File: src/rtl/multicycle_ctrl_pkg.sv
// Shared definitions for the multi-cycle MIPS control FSM: opcodes, ALU ops, states, control word.
// Pure declarations and decode helpers; no timing or flow control of its own.
package multicycle_ctrl_pkg;

    localparam logic [5:0] OP_R     = 6'b000000;
    localparam logic [5:0] OP_J     = 6'b000010;
    localparam logic [5:0] OP_JAL   = 6'b000011;
    localparam logic [5:0] OP_BEQ   = 6'b000100;
    localparam logic [5:0] OP_BNE   = 6'b000101;
    localparam logic [5:0] OP_ADDI  = 6'b001000;
    localparam logic [5:0] OP_SLTIU = 6'b001011;
    localparam logic [5:0] OP_ORI   = 6'b001101;
    localparam logic [5:0] OP_LUI   = 6'b001111;
    localparam logic [5:0] OP_LW    = 6'b100011;
    localparam logic [5:0] OP_SW    = 6'b101011;

    // ALU op encoding is shared with the single-cycle decoder
    localparam logic [3:0] ALU_R_TYPE = 4'd0;
    localparam logic [3:0] ALU_ADDI   = 4'd1;
    localparam logic [3:0] ALU_SLTIU  = 4'd2;
    localparam logic [3:0] ALU_BEQ    = 4'd3;
    localparam logic [3:0] ALU_LUI    = 4'd4;
    localparam logic [3:0] ALU_ORI    = 4'd5;
    localparam logic [3:0] ALU_BNE    = 4'd6;
    localparam logic [3:0] ALU_LW     = 4'd7;
    localparam logic [3:0] ALU_SW     = 4'd8;
    localparam logic [3:0] ALU_J      = 4'd12;
    localparam logic [3:0] ALU_JAL    = 4'd13;

    typedef enum logic [3:0] {
        S_FETCH, S_DECODE, S_MEM_ADDR, S_MEM_RD, S_MEM_WB, S_MEM_WR,
        S_EXEC_R, S_R_WB, S_EXEC_I, S_I_WB, S_BRANCH, S_JUMP
    } state_e;

    typedef enum logic [2:0] {
        PCW_NONE, PCW_ALWAYS, PCW_READY, PCW_ZERO, PCW_NZERO
    } pcw_e;

    typedef struct packed {
        pcw_e       pcw;
        logic       ir_wr_rdy;
        logic       iord;
        logic       mem_read;
        logic       mem_write;
        logic       reg_write;
        logic [1:0] reg_dst;
        logic [1:0] mem_to_reg;
        logic       alu_src_a;
        logic [1:0] alu_src_b;
        logic [3:0] alu_op;
        logic [1:0] pc_src;
    } ctrl_t;

    function automatic state_e decode_next(input logic [5:0] op);
        case (op)
            OP_LW, OP_SW:                       return S_MEM_ADDR;
            OP_R:                               return S_EXEC_R;
            OP_ADDI, OP_SLTIU, OP_ORI, OP_LUI:  return S_EXEC_I;
            OP_BEQ, OP_BNE:                     return S_BRANCH;
            OP_J, OP_JAL:                       return S_JUMP;
            default:                            return S_FETCH;
        endcase
    endfunction

    function automatic logic op_legal(input logic [5:0] op);
        return (decode_next(op) != S_FETCH);
    endfunction

endpackage

File: src/rtl/multicycle_ctrl_out.sv
// Control-word table: state + opcode -> datapath selects/strobes. Purely combinational.
// Zero latency; stalls are handled by the FSM, the table only flags which enables wait on ready/zero.
module mc_out_rom
    import multicycle_ctrl_pkg::*;
(
    input  state_e       state_i,
    input  logic [5:0]   op_i,
    output ctrl_t        ctrl_o
);

    always_comb begin
        ctrl_o = '0;
        case (state_i)
            S_FETCH: begin
                ctrl_o.mem_read  = 1'b1;
                ctrl_o.alu_src_b = 2'd1;
                ctrl_o.alu_op    = ALU_ADDI;
                ctrl_o.pcw       = PCW_READY;
                ctrl_o.ir_wr_rdy = 1'b1;
            end
            S_DECODE: begin
                ctrl_o.alu_src_b = 2'd3;
                ctrl_o.alu_op    = ALU_ADDI;
            end
            S_MEM_ADDR: begin
                ctrl_o.alu_src_a = 1'b1;
                ctrl_o.alu_src_b = 2'd2;
                ctrl_o.alu_op    = (op_i == OP_SW) ? ALU_SW : ALU_LW;
            end
            S_MEM_RD: begin
                ctrl_o.mem_read = 1'b1;
                ctrl_o.iord     = 1'b1;
            end
            S_MEM_WB: begin
                ctrl_o.reg_write  = 1'b1;
                ctrl_o.mem_to_reg = 2'd1;
            end
            S_MEM_WR: begin
                ctrl_o.mem_write = 1'b1;
                ctrl_o.iord      = 1'b1;
            end
            S_EXEC_R: begin
                ctrl_o.alu_src_a = 1'b1;
                ctrl_o.alu_op    = ALU_R_TYPE;
            end
            S_R_WB: begin
                ctrl_o.reg_write = 1'b1;
                ctrl_o.reg_dst   = 2'd1;
            end
            S_EXEC_I: begin
                ctrl_o.alu_src_a = 1'b1;
                ctrl_o.alu_src_b = 2'd2;
                case (op_i)
                    OP_SLTIU: ctrl_o.alu_op = ALU_SLTIU;
                    OP_ORI:   ctrl_o.alu_op = ALU_ORI;
                    OP_LUI:   ctrl_o.alu_op = ALU_LUI;
                    default:  ctrl_o.alu_op = ALU_ADDI;
                endcase
            end
            S_I_WB: begin
                ctrl_o.reg_write = 1'b1;
            end
            S_BRANCH: begin
                ctrl_o.alu_src_a = 1'b1;
                ctrl_o.pc_src    = 2'd1;
                ctrl_o.alu_op    = (op_i == OP_BNE) ? ALU_BNE : ALU_BEQ;
                ctrl_o.pcw       = (op_i == OP_BNE) ? PCW_NZERO : PCW_ZERO;
            end
            S_JUMP: begin
                ctrl_o.pcw    = PCW_ALWAYS;
                ctrl_o.pc_src = 2'd2;
                if (op_i == OP_JAL) begin
                    ctrl_o.reg_write  = 1'b1;
                    ctrl_o.reg_dst    = 2'd2;
                    ctrl_o.mem_to_reg = 2'd2;
                end
            end
            default: ctrl_o = '0;
        endcase
    end

endmodule

File: src/rtl/multicycle_ctrl.sv
// Multi-cycle MIPS control FSM: state register, memory wait/timeout counter, retired-instruction count.
// 3-5 cycles per instruction plus memory wait cycles; a memory state stalls on mem_ready_i up to MEM_TIMEOUT.
module multicycle_ctrl
    import multicycle_ctrl_pkg::*;
#(
    parameter int MEM_TIMEOUT = 16,
    parameter int CNT_W       = 32
) (
    input  logic             clk_i,
    input  logic             rst_i,
    input  logic [5:0]       instr_op_i,
    input  logic             zero_i,
    input  logic             mem_ready_i,
    output logic             pc_write_o,
    output logic             ir_write_o,
    output logic             iord_o,
    output logic             mem_read_o,
    output logic             mem_write_o,
    output logic             reg_write_o,
    output logic [1:0]       reg_dst_o,
    output logic [1:0]       mem_to_reg_o,
    output logic             alu_src_a_o,
    output logic [1:0]       alu_src_b_o,
    output logic [3:0]       alu_op_o,
    output logic [1:0]       pc_src_o,
    output logic             illegal_o,
    output logic             bus_err_o,
    output logic [CNT_W-1:0] instr_cnt_o
);

    localparam int WAIT_W = $clog2(MEM_TIMEOUT + 1);

    state_e             state_q, state_d;
    logic [WAIT_W-1:0]  wait_q, wait_d;
    logic [CNT_W-1:0]   cnt_q, cnt_d;
    ctrl_t              ctrl;
    logic               mem_state, timeout, illegal, retire, pcw;

    mc_out_rom u_rom (
        .state_i (state_q),
        .op_i    (instr_op_i),
        .ctrl_o  (ctrl)
    );

    assign mem_state = (state_q == S_FETCH) || (state_q == S_MEM_RD) || (state_q == S_MEM_WR);
    assign timeout   = mem_state && !mem_ready_i && (wait_q == WAIT_W'(MEM_TIMEOUT - 1));
    assign illegal   = (state_q == S_DECODE) && !op_legal(instr_op_i);

    always_comb begin
        state_d = state_q;
        retire  = 1'b0;
        case (state_q)
            S_FETCH:    if (mem_ready_i) state_d = S_DECODE;
            S_DECODE:   state_d = decode_next(instr_op_i);
            S_MEM_ADDR: state_d = (instr_op_i == OP_SW) ? S_MEM_WR : S_MEM_RD;
            S_MEM_RD:   if (mem_ready_i) state_d = S_MEM_WB;
            S_MEM_WR:   if (mem_ready_i) begin state_d = S_FETCH; retire = 1'b1; end
            S_EXEC_R:   state_d = S_R_WB;
            S_EXEC_I:   state_d = S_I_WB;
            S_MEM_WB, S_R_WB, S_I_WB, S_BRANCH, S_JUMP: begin
                state_d = S_FETCH;
                retire  = 1'b1;
            end
            default:    state_d = S_FETCH;
        endcase
        // A timeout cycle is by definition not ready, so retire is already 0 here
        if (timeout) state_d = S_FETCH;
        wait_d = (mem_state && !mem_ready_i && !timeout) ? wait_q + WAIT_W'(1) : '0;
        cnt_d  = retire ? cnt_q + CNT_W'(1) : cnt_q;
    end

    always_ff @(posedge clk_i or posedge rst_i) begin
        if (rst_i) begin
            state_q <= S_FETCH;
            wait_q  <= '0;
            cnt_q   <= '0;
        end else begin
            state_q <= state_d;
            wait_q  <= wait_d;
            cnt_q   <= cnt_d;
        end
    end

    always_comb begin
        case (ctrl.pcw)
            PCW_ALWAYS: pcw = 1'b1;
            PCW_READY:  pcw = mem_ready_i;
            PCW_ZERO:   pcw = zero_i;
            PCW_NZERO:  pcw = !zero_i;
            default:    pcw = 1'b0;
        endcase
    end

    // Everything is forced low while reset is held so an abandoned instruction writes nothing
    assign pc_write_o   = !rst_i && pcw;
    assign ir_write_o   = !rst_i && ctrl.ir_wr_rdy && mem_ready_i;
    assign iord_o       = !rst_i && ctrl.iord;
    assign mem_read_o   = !rst_i && ctrl.mem_read;
    assign mem_write_o  = !rst_i && ctrl.mem_write;
    assign reg_write_o  = !rst_i && ctrl.reg_write;
    assign reg_dst_o    = rst_i ? 2'd0 : ctrl.reg_dst;
    assign mem_to_reg_o = rst_i ? 2'd0 : ctrl.mem_to_reg;
    assign alu_src_a_o  = !rst_i && ctrl.alu_src_a;
    assign alu_src_b_o  = rst_i ? 2'd0 : ctrl.alu_src_b;
    assign alu_op_o     = rst_i ? 4'd0 : ctrl.alu_op;
    assign pc_src_o     = rst_i ? 2'd0 : ctrl.pc_src;
    assign illegal_o    = !rst_i && illegal;
    assign bus_err_o    = !rst_i && timeout;
    assign instr_cnt_o  = cnt_q;

endmodule

File: config.mk
export PLATFORM = sky130hd
export DESIGN_NAME = multicycle_ctrl
export DESIGN_NICKNAME = d
export VERILOG_FILES = /design/src/rtl/multicycle_ctrl_pkg.sv /design/src/rtl/multicycle_ctrl_out.sv /design/src/rtl/multicycle_ctrl.sv
export SDC_FILE = /design/constraint.sdc
export NUM_CORES = 1
export LEC_CHECK = 0
export CAP_MARGIN = 10
export CORE_MARGIN = 2
export CORE_UTILIZATION = 53
export DETAILED_ROUTE_END_ITERATION = 8
export PLACE_DENSITY = 0.9
export SLEW_MARGIN = 20
export SYNTH_ARGS = -nofsm -noshare
export SYNTH_HDL_FRONTEND = slang
export SYNTH_SLANG_ARGS = --single-unit
File: constraint.sdc
create_clock -name clk_i -period 5.7 [get_ports clk_i]
set_input_delay 0.57 -clock clk_i [delete_from_list [all_inputs] [get_ports clk_i]]
set_output_delay 0.57 -clock clk_i [all_outputs]
set_load 0.05 [all_outputs]
== Word level (Yosys, flattened, before mapping) ==
Cells that the tools add are included.

* Add/sub/neg operators: 2
* Eq/ne operators: 29
* Muxes and demuxes: 33
* Reduce and logical (&&, ||, !) cells: 36

{| class="wikitable"
|+ Operator list
! operator !! count
|-
| 32-bit by 1-bit adder with 32-bit output, second input constant || 1
|-
| 4-bit case mux with 7 select lines || 1
|-
| 6-bit by 4-bit == test with 1-bit output, second input constant || 4
|-
| 4-bit 2-to-1 mux || 6
|-
| 4-bit case mux with 5 select lines || 1
|-
| 3-bit case mux with 3 select lines || 2
|-
| 4-bit by 3-bit == test with 1-bit output, second input constant || 4
|-
| 4-bit == test, second input constant || 4
|-
| 4-bit case mux with 4 select lines || 1
|-
| 1-bit logical AND || 14
|-
| 2-bit OR reduction || 7
|-
| 6-bit by 2-bit == test with 1-bit output, second input constant || 2
|-
| 6-bit by 3-bit == test with 1-bit output, second input constant || 2
|-
| 6-bit == test, second input constant || 2
|-
| 2-bit case mux with 2 select lines || 3
|-
| 5-bit 2-to-1 mux || 2
|-
| 3-bit 2-to-1 mux || 3
|-
| 3-bit inequality test, second input constant || 3
|-
| 4-bit by 2-bit == test with 1-bit output, second input constant || 2
|-
| 2-bit 2-to-1 mux || 4
|-
| 4-bit OR reduction || 2
|-
| 3-bit by 2-bit == test with 1-bit output, second input constant || 2
|-
| 6-bit logical NOT || 1
|-
| 1-bit 2-to-1 mux || 6
|-
| 15 further kinds || 21
|}

* Register bits after elaboration: 41
* Input port bits: 10
* Word-level logic and storage cells: 103

== Logic depth before layout (Yosys ltp) ==
* Depth after elaboration: 8
* Mapped depth: 8
* Depth with buffers taken out: 8

== Cells and area by module ==
From an unflattened synthesis, not the netlist that was laid out.

* Cells, all modules: 286
* Area total of the unflattened synthesis: 2,630.0 sq um

{| class="wikitable"
|+ By module, submodules not included
! module !! instances !! cells each !! area each (sq um) !! sequential area each (sq um)
|-
| multicycle_ctrl || 1 || 232 || 2,274.7 || 1,026.0
|-
| mc_out_rom || 1 || 54 || 355.3 || 0.0
|}

== Worst setup path after synthesis ==
Ideal clock, no wire load.

* Kind: register to output
* Start point: register state_q[0]
* End point: output port reg_write_o
* Arrival time: 3.734 ns
* Required time: 5.130 ns
* Setup slack: 1.396 ns
* Stages on the path, launching flop included: 7
* Buffers on the path: 1
* Cell sequence: dfrtp_1 clkbuf_1 nand2b_1 nor3_1 inv_1 nor3_1 nand2b_1

* Word-level cells in the longest chain between the ends: 4
* Elaborated cells on any way between the ends: 7
* Those cells by class: eq/ne: 4; mux: 1; reduce/logical: 2

{| class="wikitable"
|+ RTL lines
! item !! RTL line !! RTL
|-
| start, declared || multicycle_ctrl.sv:33 || <nowiki>state_e state_q, state_d;</nowiki>
|-
| start signal, assigned || multicycle_ctrl.sv:78 || <nowiki>state_q <= state_d;</nowiki>
|-
| 4-bit == test / 4-bit by 3-bit == test with 1-bit output (equally long branches) || multicycle_ctrl_out.sv:13 || <nowiki>case (state_i)</nowiki>
|-
| 3-bit OR reduction (no source line) || n/a ||
|-
| 1-bit case mux with 2 select lines * || multicycle_ctrl_out.sv:13 ||
|-
| 1-bit logical AND * || multicycle_ctrl.sv:100 || <nowiki>assign reg_write_o = !rst_i && ctrl.reg_write;</nowiki>
|-
| end, declared || multicycle_ctrl.sv:19 || <nowiki>output logic reg_write_o,</nowiki>
|}

Mark *: on every way between the ends. The rest lies on a longest branch, timed or not.

== Final worst setup path ==
* Start point: input port instr_op_i[2]
* End point: output port reg_write_o

* Word-level cells in the longest chain between the ends: 4

{| class="wikitable"
|+ RTL lines
! item !! RTL line !! RTL
|-
| start, declared || multicycle_ctrl.sv:11 || <nowiki>input logic [5:0] instr_op_i,</nowiki>
|-
| 6-bit by 2-bit == test with 1-bit output || multicycle_ctrl_out.sv:72 || <nowiki>if (op_i == OP_JAL) begin</nowiki>
|-
| 5-bit 2-to-1 mux || multicycle_ctrl_out.sv:72 ||
|-
| 1-bit case mux with 2 select lines || multicycle_ctrl_out.sv:13 ||
|-
| 1-bit logical AND || multicycle_ctrl.sv:100 ||
|}

Every way passes these cells.

==> impl_metrics.ini <==
[clock_network]
cts_resized = 0
cts_root_buf = clkbuf_8
cts.sink_count = 41
cts.reportedPaths.clkPinSlew_ps = 80
ctsHoldBuffers = 0
htree_num_levels = 2
clk_latency_ps = 300
post-cts-setup-buffers = 0
cts_tree = done
ctsLongestPathBuffers = 2
tritoncts.num_buffers = 5

[sta]
fmax_mhz = 284.2
post-route-min-period_ps = 3519
finalCritPeriodShare_pct = 61.74
setup_tns_ps = 0
finalHoldViolCount = 0
setup_violations = 0
slew-limit-headroom_pct = 49.00
worst_slew_pin_slew_ps = 765.0
slew_violations = 0
skew_ps = 5.720
rsz0062_at_grt = no

[worst_setup_path]
critPathMaxFanout = 10
crit_type = input port to output port
crit_top_cell = clkdlybuf4s50_1
cp-end-kind = output port
cp.required_ps = 5130
cp_slowest_cell = clkdlybuf4s50_1
critPathMaxStageDelay_ps = 810
critPathLaunchType = input port
critPathArrivalTime_ps = 2950
crit_chain = clkdlybuf4s50_1 -> or4_1 -> nor3_1 -> nand2b_1 -> clkdlybuf4s50_1

[floorplanning]
pin_count = 63
initial_core_util_pct = 55.34
die-area_um2 = 5102
die_y_um = 71.43
num_rows = 24
core_um2 = 4354
die_w_um = 71.43

[pwr]
p_per_area_nw_per_um2 = 372.7
total_power_w = 0.001183
peakVddDrop_v = 0.0002636
p_leak_nw = 1.206

[synthesis]
async_flop_share_pct = 100.0
synth_seq_cells = 41
netlist-cell-type-count = 44
synth_ff_type = dfrtp_1
synth_nets = 277
synth-edff-count = 0
ys_warn_count = 0
ys_seq_area_share_pct = 42.58
yosysTopAreaCell = dfrtp_1
synth_top_cell_area_share_pct = 42.58
netlist_instances = 264
syn_area_um2 = 2410
avgSynthCellArea_um2 = 9.128
ys_top_cells_by_area = dfrtp_1 (43%), xnor2_1 (8.7%), xor2_1 (4.7%), nand2_1 (4.4%), nor3_1 (3.7%)

[worst_hold_path]
hp-class = flip-flop to flip-flop

[flow_run]
drv_cap = 0

[grt]
grt_max_degree = 44
grt_pass1_wl_um = 9308
grt_pass1_vias = 1970
overflow = 0
track_usage_pct = 22.85
grt_antenna_before_repair = 0

[cells_and_area]
n_antenna_cell = 0
stdcell_area_um2 = 3173
drive_gt1_share_pct = 4.025
multi_input_area_um2 = 1300
syn_to_final_growth_pct = 31.67
final_cell_mix = clkdlybuf4s50_1 (62), dfrtp_1 (41), nand2_1 (28), xnor2_1 (24), nor2_1 (20)
final_common_cell = clkdlybuf4s50_1
fillers = 342
nets = 335
fin_cells = 375
ff_latch_area_um2 = 1026

[detailed_routing]
first_pass_iters = 4
drtIter0Drc = 163
avgRoutedWirePerCell_um = 15.01
drt-total-wl_um = 5628
ant_nets = 0
vias = 2168
vias_per_cell = 5.781
drc = 0

[placement]
dp_hpwl_um = 4048
gp_congestion = 0.9628
postPlaceCellArea_um2 = 3057
place_inst = 367
numPortBuffers = 62

[outcome]
status = completed
-- kinds of logic (layout without fill, tap and decap cells) --
kind of cell	count (synthesis)	count (layout)	synth area share, %
DFF	41	41	42.58
muxes	2	2	0.8826
xor gates and xnor gates	37	37	13.45
buffers and inverters	22	81	3.479
adders and majority gates	3	3	1.558
and+or+nand+nor	123	123	26.43
AOI/OAI and AO/OA	36	36	11.63
-- synthesized netlist by cell type, types with 5 or more instances --
cell type and n:
nor3_1 18, nand4_1 11, clkbuf_1 9, o21ai_0 5
xor2_1 13, nand3_1 9, xnor2_1 24, inv_1 10
nor2_1 20, nand2b_1 9, a21oi_1 6, dfrtp_1 41
nand2_1 28, and4_1 5, and3_1 6
-- area by class of cell --
cell class / instances / share of cell area [%]
well taps: 52 / 2.050
repair buffers: 63 / 19.79
flip-flops and latches: 41 / 32.33
inverters: 10 / 1.183
clock inverters: 1 / 0.9464
multi-input cells: 201 / 40.97
clock buffers: 7 / 2.721
-- worst max-delay path: cells and delay by family --
kind	cells	cell delay, ps
buf+inv	2	1370
simple gates	3	1010
-- flip-flops by register name, indices dropped and copies added (netlist names) --
name	count
instr_cnt_o	32
wait_q	5
state_q	4
-- path summary, 6_finish.rpt --
check | startpoint | endpoint | slack (ps) | cells after the start
worst max-delay path | instr_op_i[2] | reg_write_o | 2180 | 5
worst min-delay path | wait_q[0] | wait_q[0] | 470 | 1
worst max register to register | state_q[1] | instr_cnt_o[27] | 3200 | 5
worst min register to register | wait_q[0] | wait_q[0] | 470 | 1
max in group asynchronous | rst_i | instr_cnt_o[24] | 4330 | 3
min in group asynchronous | rst_i | wait_q[1] | 1010 | 3
-- where the power goes --
group	switching, W	internal [W]
combinational	0.000336	0.000185
sequential	0.0000960	0.000327
clock	0.0000962	0.000143
total	0.000528	0.000655
-- through the flow --
| stage | util [%] | worst slack [ps] | hold WS [ps] |
|---|---|---|---|
| CTS | 72.87 | 2212 | 461.9 |
| global route | 72.87 | 2044 | 477.9 |
| finish | 72.87 | 2181 | 468.2 |
| floorplan | - | 1396 | 432.7 |
| global placement | 70.20 | 2235 | 448.9 |
| detailed placement | 70.20 | 2216 | 450.7 |
-- metal layers --
metal	part of all wire [%]	GRT usage, %
met1	43	30.83
met2	49	36.63
met3	6.3	5.345
met4	1.4	7.338
met5	0	0
Note: power is estimated with default switching activity, not from simulation.
